$ cat config.mk
export PLATFORM = sky130hd
export DESIGN_NAME = dp_sequencer_flat
export DESIGN_NICKNAME = d
export VERILOG_FILES = /design/src/rtl/dp_pkg.sv /design/src/rtl/dp_sequencer_if.sv /design/src/rtl/dp_prog_store.sv /design/src/rtl/dp_sequencer.sv /design/src/flat_wrapper.sv
export SDC_FILE = /design/constraint.sdc
export NUM_CORES = 1
export LEC_CHECK = 0
export ABC_AREA = 0
export CAP_MARGIN = 0
export CORE_MARGIN = 2
export CORE_UTILIZATION = 45
export DETAILED_ROUTE_END_ITERATION = 16
export HOLD_SLACK_MARGIN = 0.06
export SLEW_MARGIN = 20
export SYNTH_ARGS = -nofsm -noshare
export SYNTH_HDL_FRONTEND = slang
export SYNTH_HIERARCHICAL = 1
export SYNTH_SLANG_ARGS = --single-unit
$ cat constraint.sdc
create_clock -name clk -period 4 [get_ports clk]
set_input_delay 0.8 -clock clk [delete_from_list [all_inputs] [get_ports clk]]
set_output_delay 0.8 -clock clk [all_outputs]
set_load 0.02 [all_outputs]
$ cat src/rtl/dp_pkg.sv
// Shared definitions for the datapath micro-sequencer: instruction word layout,
// datapath field widths and the sequencer state encoding.
package dp_pkg;

  localparam int INSTR_W  = 10;
  localparam int REG_AW   = 2;
  localparam int ALU_CW   = 3;

  localparam int HALT_BIT = 9;
  localparam int OP_MSB   = 8;
  localparam int OP_LSB   = 6;
  localparam int A3_MSB   = 5;
  localparam int A3_LSB   = 4;
  localparam int A1_MSB   = 3;
  localparam int A1_LSB   = 2;
  localparam int A2_MSB   = 1;
  localparam int A2_LSB   = 0;

  typedef enum logic [1:0] {
    IDLE = 2'd0,
    EXEC = 2'd1,
    DONE = 2'd2
  } state_e;

  typedef struct packed {
    logic              halt;
    logic [ALU_CW-1:0] op;
    logic [REG_AW-1:0] a3;
    logic [REG_AW-1:0] a1;
    logic [REG_AW-1:0] a2;
  } instr_t;

  // Split a raw program word into its named fields.
  function automatic instr_t decode(input logic [INSTR_W-1:0] word);
    instr_t f;
    f.halt = word[HALT_BIT];
    f.op   = word[OP_MSB:OP_LSB];
    f.a3   = word[A3_MSB:A3_LSB];
    f.a1   = word[A1_MSB:A1_LSB];
    f.a2   = word[A2_MSB:A2_LSB];
    return f;
  endfunction

endpackage

$ cat src/rtl/dp_sequencer_if.sv
// Control, program-load and datapath-drive bundle of the micro-sequencer.
// The master side (software/testbench) drives control and load; the sequencer is the slave.
interface dp_sequencer_if import dp_pkg::*; #(
  parameter int AW = 4
);

  logic               start;
  logic               abort;
  logic               hold;
  logic               load_en;
  logic [AW-1:0]      load_addr;
  logic [INSTR_W-1:0] load_data;
  logic               busy;
  logic               done;
  logic               wr;
  logic [REG_AW-1:0]  addr1;
  logic [REG_AW-1:0]  addr2;
  logic [REG_AW-1:0]  addr3;
  logic [ALU_CW-1:0]  ALUControl;
  logic [AW:0]        exec_count;

  modport master (
    output start, abort, hold, load_en, load_addr, load_data,
    input  busy, done, wr, addr1, addr2, addr3, ALUControl, exec_count
  );

  modport slave (
    input  start, abort, hold, load_en, load_addr, load_data,
    output busy, done, wr, addr1, addr2, addr3, ALUControl, exec_count
  );

endinterface

$ cat src/rtl/dp_prog_store.sv
// Program store: DEPTH instruction words, one synchronous write port and one
// asynchronous read port so the sequencer decodes the current word in the same cycle.
module dp_prog_store import dp_pkg::*; #(
  parameter int DEPTH = 16,
  parameter int AW    = 4
) (
  input  logic               clk,
  input  logic               wr_en,
  input  logic [AW-1:0]      wr_addr,
  input  logic [INSTR_W-1:0] wr_data,
  input  logic [AW-1:0]      rd_addr,
  output logic [INSTR_W-1:0] rd_data
);

  logic [INSTR_W-1:0] mem_r [DEPTH];

  // Contents are deliberately not reset so a loaded program survives rst.
  always_ff @(posedge clk) begin
    if (wr_en) begin
      mem_r[wr_addr] <= wr_data;
    end
  end

  assign rd_data = mem_r[rd_addr];

endmodule

$ cat src/rtl/dp_sequencer.sv
// Micro-sequencer issuing one register-to-register ALU operation per cycle from the
// program store until a halt word or the end of the store.
module dp_sequencer import dp_pkg::*; #(
  parameter int DEPTH = 16,
  parameter int AW    = 4
) (
  input  logic          clk,
  input  logic          rst,
  dp_sequencer_if.slave bus
);

  state_e             state_r, state_nxt_s;
  logic [AW-1:0]      pc_r, pc_nxt_s;
  logic [AW:0]        exec_count_r, exec_count_nxt_s;
  logic [INSTR_W-1:0] word_s;
  instr_t             instr_s;
  logic               load_ok_s;
  logic               wr_s;
  logic [REG_AW-1:0]  addr1_s, addr2_s, addr3_s;
  logic [ALU_CW-1:0]  alu_s;

  // Loads are accepted only while idle; a load in the start cycle lands before word 0 is read.
  assign load_ok_s = bus.load_en && (state_r == IDLE);

  dp_prog_store #(.DEPTH(DEPTH), .AW(AW)) u_store (
    .clk     (clk),
    .wr_en   (load_ok_s),
    .wr_addr (bus.load_addr),
    .wr_data (bus.load_data),
    .rd_addr (pc_r),
    .rd_data (word_s)
  );

  assign instr_s = decode(word_s);

  // State, program counter and issue counter.
  always_ff @(posedge clk) begin
    if (rst) begin
      state_r      <= IDLE;
      pc_r         <= {AW{1'b0}};
      exec_count_r <= {(AW+1){1'b0}};
    end else begin
      state_r      <= state_nxt_s;
      pc_r         <= pc_nxt_s;
      exec_count_r <= exec_count_nxt_s;
    end
  end

  // Next-state and datapath drive; abort outranks hold, halt and start.
  always_comb begin
    state_nxt_s      = state_r;
    pc_nxt_s         = pc_r;
    exec_count_nxt_s = exec_count_r;
    wr_s             = 1'b0;
    addr1_s          = {REG_AW{1'b0}};
    addr2_s          = {REG_AW{1'b0}};
    addr3_s          = {REG_AW{1'b0}};
    alu_s            = {ALU_CW{1'b0}};
    if (bus.abort) begin
      state_nxt_s = IDLE;
    end else begin
      case (state_r)
        IDLE: begin
          if (bus.start) begin
            state_nxt_s      = EXEC;
            pc_nxt_s         = {AW{1'b0}};
            exec_count_nxt_s = {(AW+1){1'b0}};
          end else begin
            state_nxt_s = IDLE;
          end
        end
        EXEC: begin
          if (instr_s.halt) begin
            state_nxt_s = DONE;
          end else begin
            addr1_s = instr_s.a1;
            addr2_s = instr_s.a2;
            addr3_s = instr_s.a3;
            alu_s   = instr_s.op;
            if (bus.hold) begin
              state_nxt_s = EXEC;
            end else begin
              wr_s             = 1'b1;
              pc_nxt_s         = pc_r + AW'(1);
              exec_count_nxt_s = exec_count_r + (AW+1)'(1);
              // The last word has just issued; pc wraps naturally to 0.
              if (pc_r == AW'(DEPTH - 1)) begin
                state_nxt_s = DONE;
              end else begin
                state_nxt_s = EXEC;
              end
            end
          end
        end
        DONE: begin
          state_nxt_s = IDLE;
        end
        default: begin
          state_nxt_s = IDLE;
        end
      endcase
    end
  end

  assign bus.busy       = (state_r == EXEC);
  assign bus.done       = (state_r == DONE);
  assign bus.wr         = wr_s;
  assign bus.addr1      = addr1_s;
  assign bus.addr2      = addr2_s;
  assign bus.addr3      = addr3_s;
  assign bus.ALUControl = alu_s;
  assign bus.exec_count = exec_count_r;

endmodule

$ cat src/flat_wrapper.sv
// flat-port wrapper written by rule: the top's interface ports become plain ports
module dp_sequencer_flat import dp_pkg::*;
#(
  parameter int DEPTH = 16,
  parameter int AW    = 4
)
  (clk, rst, bus_start, bus_abort, bus_hold, bus_load_en, bus_load_addr, bus_load_data, bus_busy, bus_done, bus_wr, bus_addr1, bus_addr2, bus_addr3, bus_ALUControl, bus_exec_count);
  dp_sequencer_if #(.AW(AW)) bus_i ();
  input  logic clk;
  input  logic rst;
  input wire logic [$bits(bus_i.start)-1:0] bus_start;
  input wire logic [$bits(bus_i.abort)-1:0] bus_abort;
  input wire logic [$bits(bus_i.hold)-1:0] bus_hold;
  input wire logic [$bits(bus_i.load_en)-1:0] bus_load_en;
  input wire logic [$bits(bus_i.load_addr)-1:0] bus_load_addr;
  input wire logic [$bits(bus_i.load_data)-1:0] bus_load_data;
  output wire logic [$bits(bus_i.busy)-1:0] bus_busy;
  output wire logic [$bits(bus_i.done)-1:0] bus_done;
  output wire logic [$bits(bus_i.wr)-1:0] bus_wr;
  output wire logic [$bits(bus_i.addr1)-1:0] bus_addr1;
  output wire logic [$bits(bus_i.addr2)-1:0] bus_addr2;
  output wire logic [$bits(bus_i.addr3)-1:0] bus_addr3;
  output wire logic [$bits(bus_i.ALUControl)-1:0] bus_ALUControl;
  output wire logic [$bits(bus_i.exec_count)-1:0] bus_exec_count;
  assign bus_i.start = bus_start;
  assign bus_i.abort = bus_abort;
  assign bus_i.hold = bus_hold;
  assign bus_i.load_en = bus_load_en;
  assign bus_i.load_addr = bus_load_addr;
  assign bus_i.load_data = bus_load_data;
  assign bus_busy = bus_i.busy;
  assign bus_done = bus_i.done;
  assign bus_wr = bus_i.wr;
  assign bus_addr1 = bus_i.addr1;
  assign bus_addr2 = bus_i.addr2;
  assign bus_addr3 = bus_i.addr3;
  assign bus_ALUControl = bus_i.ALUControl;
  assign bus_exec_count = bus_i.exec_count;
  dp_sequencer #(.DEPTH(DEPTH), .AW(AW)) u_core (.clk(clk), .rst(rst), .bus(bus_i));
endmodule
==> reports/metrics.yaml, run 1 <==
yosys_most_used_dff: "edfxtp_1"
critPathArrivalTime_ns: 3.01
ioPinCount: 37
status: "completed"
synth.top_cells.by_area: "edfxtp_1, mux4_2, mux4_1, dfxtp_1, a22oi_1"
routed_via_density: 5.805
n_antenna_cell: 0
synth.net_count: 360
setup_viol_count_final: 0
routedWlPerCell_um: 22.83
globalplace.congestion: 0.7511
numCtsBuffers: 17
clock-sinks: 171
max_cap_viol_count: 0
clock-root-buffer: "clkbuf_16"
power_mw: 3.894
setup_tns_ns: 0
grt_pass1_wl_mm: 21.44
dr.max_layer_used: "met4"
pre_cts_slack_ns: 0.3598
syn_avg_cell_area_um2: 20.04
synth_commonest_cells: "edfxtp_1, mux4_2, a22oi_1"
clkSlewWorstSetupHoldPaths_ns: 0.06
synth_seq_cells: 171
drive_gt1_share_pct: 23.00
finalWorstSetupSlack_ns: 0.1872
die_y_um: 126.7
fin_crit_ns: 3.813
final-seq-area_mm2: 0.005030
overflow: 0
synth_top_cell_by_area: "edfxtp_1"
synthesis.area_mm2: 0.006773
die_w_um: 126.7
critPathLaunchType: "register"
ant_nets: 0
synth_edf_count: 160
rsz0062_at_grt: "no"
post-route-period-util_pct: 95.32
antenna_found_initial: 0
drtIter0Drc: 211
met1_length_mm: 6.232
powerDensity_mw_per_mm2: 475.2
fmax_mhz: 262.3
clockPowerShare_pct: 46.5
relSlewSlack_pct: 49.94
ys_seq_area_share_pct: 74.19
dieArea_mm2: 0.01605
layout.nets: 435
postSynthCellCount: 338
core_mm2: 0.01464
swShare_pct: 18.25
fill_cells: 1126
finalMaxSlewViolations: 0
hold_class: "reg2reg"
fp-row-count: 44
grt.total_usage_pct: 18.62
wl_met3_um: 723
synth.distinct_cells: 33
p_sw_uw: 710.8
grt_pass1_vias: 3534
worst_pin_slew_ns: 0.7477
clock_latency_ns: 0.42
routed_wl_mm: 13.93
yosys_warnings: 6
clockBufferDepth: 2
first_pass_iters: 4
async_reset_ff_share_pct: 0
hold_viol_final: 0
vdd_drop_max_mv: 0.3316
multiInputGateArea_mm2: 0.001659
path_class: "reg2out"
skew_ns: 0.006506
cts_tree: "done"
comb_power_share_pct: 2.7
grt_start_max_net_pins: 40
wl_met2_mm: 6.649
initial_core_util_pct: 46.25
drc: 0
num_vias: 3541
htreeDepth: 4
seq_power_share_pct: 50.9
p_int_mw: 3.183
dp_hpwl_mm: 8.713
yosysTopAreaCellShare_pct: 70.94
io_buffers: 36
synth.most_common_cell: "edfxtp_1"
end_kind: "output pin"
worstPathMaxFanout: 12
p_leak_nw: 2.676
cp.required_ns: 3.20
syn_to_final_growth_pct: 20.99
[flip-flops by register name, summed over array words and instances, names as in the netlist]
signal / count
u_core/pc_r: 4
u_core/bus.exec_count: 5
u_core/state_r: 2
u_core/u_store/mem_r: 160
[worst max-delay path, stage by stage, from the launching register on]
cell             delay, ns
dfxtp_4               0.44
mux4_1                0.58
a22oi_1               0.24
nand2_1               0.16
inv_1                 0.12
and3_2                0.28
and2_1                0.16
clkdlybuf4s50_1       0.60
[area by class of cell]
class	count	area share (%)
Timing Repair Buffer	70	7.513
Inverter	1	0.04581
Clock inverter	13	2.718
Clock buffer	19	5.283
Tap cell	184	2.810
Sequential cell	171	61.38
Multi-Input combinational cell	152	20.25
[what timing repair did]
item	4_1_cts	5_1_grt
gates resized for setup	1	2
setup endpoints to repair	9	9
setup buffers	0	7
hold buffers	0	0
[stage by stage]
step / cell area, µm² / hold WS (ns) / cells / util, %
after global placement: 7480 / 0.4575 / 571 / 51.08
final: 8194 / 0.4742 / 610 / 55.96
after global routing: 8194 / 0.5189 / 610 / 55.96
after detailed placement: 7480 / 0.4671 / 571 / 51.08
after CTS: 8138 / 0.4818 / 603 / 55.57
after floorplan: 6773 / 0.4784 / 338 / -
[power groups by stage]
stage	registers [mW]	logic [mW]	clock network, mW
floorplan	2.02	0.0383	0
global placement	2.02	0.102	0
detailed placement	2.02	0.105	0
CTS	1.98	0.105	1.84
global route	1.98	0.114	1.90
finish	1.98	0.105	1.81
[layer usage]
metal / global-route usage (%) / up-vias
met5: 0 / -
met3: 3.965 / 20
met2: 28.93 / 123
li1: - / 1556
met1: 25.96 / 1842
met4: 7.822 / 0
[final timing paths]
check / start / endpoint / slack [ns] / depth (start not counted)
worst min-delay path: u_core/bus.exec_count[4] / u_core/bus.exec_count[4] / 0.47 / 1
worst max-delay path: u_core/pc_r[0] / bus_addr1[0] / 0.19 / 7
worst max register to register: u_core/pc_r[2] / u_core/bus.exec_count[2] / 1.67 / 7
worst min register to register: u_core/bus.exec_count[4] / u_core/bus.exec_count[4] / 0.47 / 1
[layout by cell type (no fill, tap or decap), drive strengths merged, types with 3 or more instances in the layout]
cell / Yosys / final
mux2i: 4 / 4
nor2: 14 / 14
buf: 11 / 34
or2b: 4 / 4
clkdlybuf4s50: 0 / 36
edfxtp: 160 / 160
clkbuf: 3 / 19
nor3: 5 / 5
nor2b: 5 / 5
dfxtp: 11 / 11
nand2b: 6 / 6
nand2: 14 / 14
a31oi: 11 / 11
a22oi: 20 / 20
and2: 11 / 11
mux4: 40 / 40
nor3b: 3 / 3
clkinv: 0 / 6
and3: 4 / 4
bufinv: 0 / 6
[logic make-up (layout without fill, tap and decap cells)]
group	count (synthesis)	count (layout)	synth area share, %
compound gates	34	34	3.547
fa+ha+maj	2	2	0.3694
buf+inv	15	103	1.441
flops	171	171	74.19
mux	44	44	14.56
simple gates	72	72	5.893
Note: power is estimated with default switching activity, not from simulation.
==> run 2, diff against run 1 <==
Settings changed: CAP_MARGIN 0 to 20, GPL_TIMING_DRIVEN set to 1, SETUP_SLACK_MARGIN set to 0.4.
==> reports/metrics.yaml, run 2 (synthesized netlist as in run 1, its figures left out) <==
seq_power_share_pct: 50.9
dieArea_mm2: 0.01605
hold_class: "reg2reg"
vdd_drop_max_mv: 0.3337
layout.nets: 431
ant_nets: 0
clockPowerShare_pct: 46.5
finalWorstSetupSlack_ns: 0.5639
initial_core_util_pct: 46.25
rsz0062_at_grt: "no"
path_class: "reg2out"
setup_tns_ns: 0
skew_ns: 0.006499
core_mm2: 0.01464
critPathLaunchType: "register"
routedWlPerCell_um: 22.84
final_cell_area_mm2: 0.008178
critPathArrivalTime_ns: 2.64
regMostFlops: "u_core/u_store/mem_r"
max_cap_viol_count: 0
drtIter0Drc: 276
numCtsBuffers: 17
drc: 0
clock_latency_ns: 0.42
grt_pass1_wl_mm: 21.51
crit_slowest_cell: "mux4_1"
clock-sinks: 171
powerDensity_mw_per_mm2: 476.0
multiInputGateArea_mm2: 0.001670
critical_path.max_stage_delay_ns: 0.60
hold_viol_final: 0
clockBufferDepth: 2
io_buffers: 36
n_antenna_cell: 0
p_leak_nw: 2.692
fmax_mhz: 291.0
clock-root-buffer: "clkbuf_16"
antenna_found_initial: 0
drive_gt1_share_pct: 22.75
globalplace.congestion: 0.7511
crit_chain: "mux4_1, a22oi_2, nand2_2, inv_1, and3_4, and2_1, dlygate4sd2_1"
p_sw_uw: 710.6
largest_reg_flops: 160
num_vias: 3494
worstPathMaxFanout: 9
cp.required_ns: 3.20
dp_hpwl_mm: 8.713
clkSlewWorstSetupHoldPaths_ns: 0.06
routed_via_density: 5.766
fill_cells: 1130
status: "completed"
relSlewSlack_pct: 47.69
final_cell_mix: "edfxtp_1, mux4_2, buf_4"
htreeDepth: 4
grt_start_max_net_pins: 40
setup_viol_count_final: 0
ioPinCount: 37
routed_wl_mm: 13.84
final_common_cell: "edfxtp_1"
grt.total_usage_pct: 18.68
die_w_um: 126.7
grt_pass1_vias: 3550
worst_pin_slew_ns: 0.7813
end_kind: "output pin"
overflow: 0
final-seq-area_mm2: 0.005030
p_int_mw: 3.182
comb_power_share_pct: 2.7
fin_crit_ns: 3.436
die_y_um: 126.7
first_pass_iters: 4
place_area_mm2: 0.007480
fp-row-count: 44
swShare_pct: 18.25
finalMaxSlewViolations: 0
syn_to_final_growth_pct: 20.75
pre_cts_slack_ns: 0.3598
post-route-period-util_pct: 85.90
cts_hold_buf: 0
cts_tree: "done"
[run 2: cell count changes in the layout (fill, tap and decap cells not counted), sizes merged]
cell           change
clkdlybuf4s50     -10
dlygate4sd2        +7
buf                -4
clkdlybuf4s15      +3
[run 2: worst max-delay path: cells and delay by family (launching register included)]
family / cells / cell delay, ns
AND/OR/NAND/NOR: 3 / 0.49
AO/OA/AOI/OAI: 1 / 0.22
buffers and inverters: 2 / 0.45
flip-flops: 1 / 0.45
multiplexers: 1 / 0.60
[run 2: routing by layer]
layer / up-vias / global-route usage (%) / wire [µm]
li1: 1550 / - / -
met1: 1805 / 26.05 / 6105
met2: 120 / 29.03 / 6515
met3: 19 / 3.965 / 908
met4: 0 / 7.822 / 313
met5: - / 0 / 0
[run 2: stage by stage]
stage	hold WS (ns)	power [mW]	instances	utilization, %
after floorplan	0.4784	2.056	338	-
after global placement	0.4575	2.120	571	51.08
after detailed placement	0.4671	2.124	571	51.08
after CTS	0.4818	3.921	606	55.66
after global routing	0.5189	3.999	606	55.84
final	0.4779	3.893	606	55.84
[run 2: area by class of cell]
type / count / share of cell area [%]
Clock inverter: 13 / 2.723
Timing Repair Buffer: 66 / 7.191
Tap cell: 184 / 2.815
Clock buffer: 19 / 5.294
Multi-Input combinational cell: 152 / 20.43
Inverter: 1 / 0.04590
Sequential cell: 171 / 61.51
[run 2: power by group through the flow]
stage          Combinational, mW  Clock (mW)  Sequential [mW]
2_1_floorplan             0.0383           0             2.02
3_3_place_gp               0.102           0             2.02
3_5_place_dp               0.105           0             2.02
4_1_cts                    0.105        1.84             1.98
5_1_grt                    0.114        1.90             1.98
6_report                   0.104        1.81             1.98
[run 2: timing repair]
action | 4_1_cts | 5_1_grt
setup endpoints to repair | 10 | 9
endpoints found under the hold margin | 0 | 0
resized for setup | 13 | 9
setup buffers | 3 | 0
[run 2: path summary, 6_finish.rpt]
check | from | endpoint | slack, ns | depth (start not counted)
setup / recovery | u_core/pc_r[0] | bus_addr2[1] | 0.56 | 7
setup reg to reg | u_core/pc_r[2] | u_core/bus.exec_count[2] | 1.73 | 7
hold reg to reg | u_core/bus.exec_count[4] | u_core/bus.exec_count[4] | 0.48 | 1
hold / removal | u_core/bus.exec_count[4] | u_core/bus.exec_count[4] | 0.48 | 1
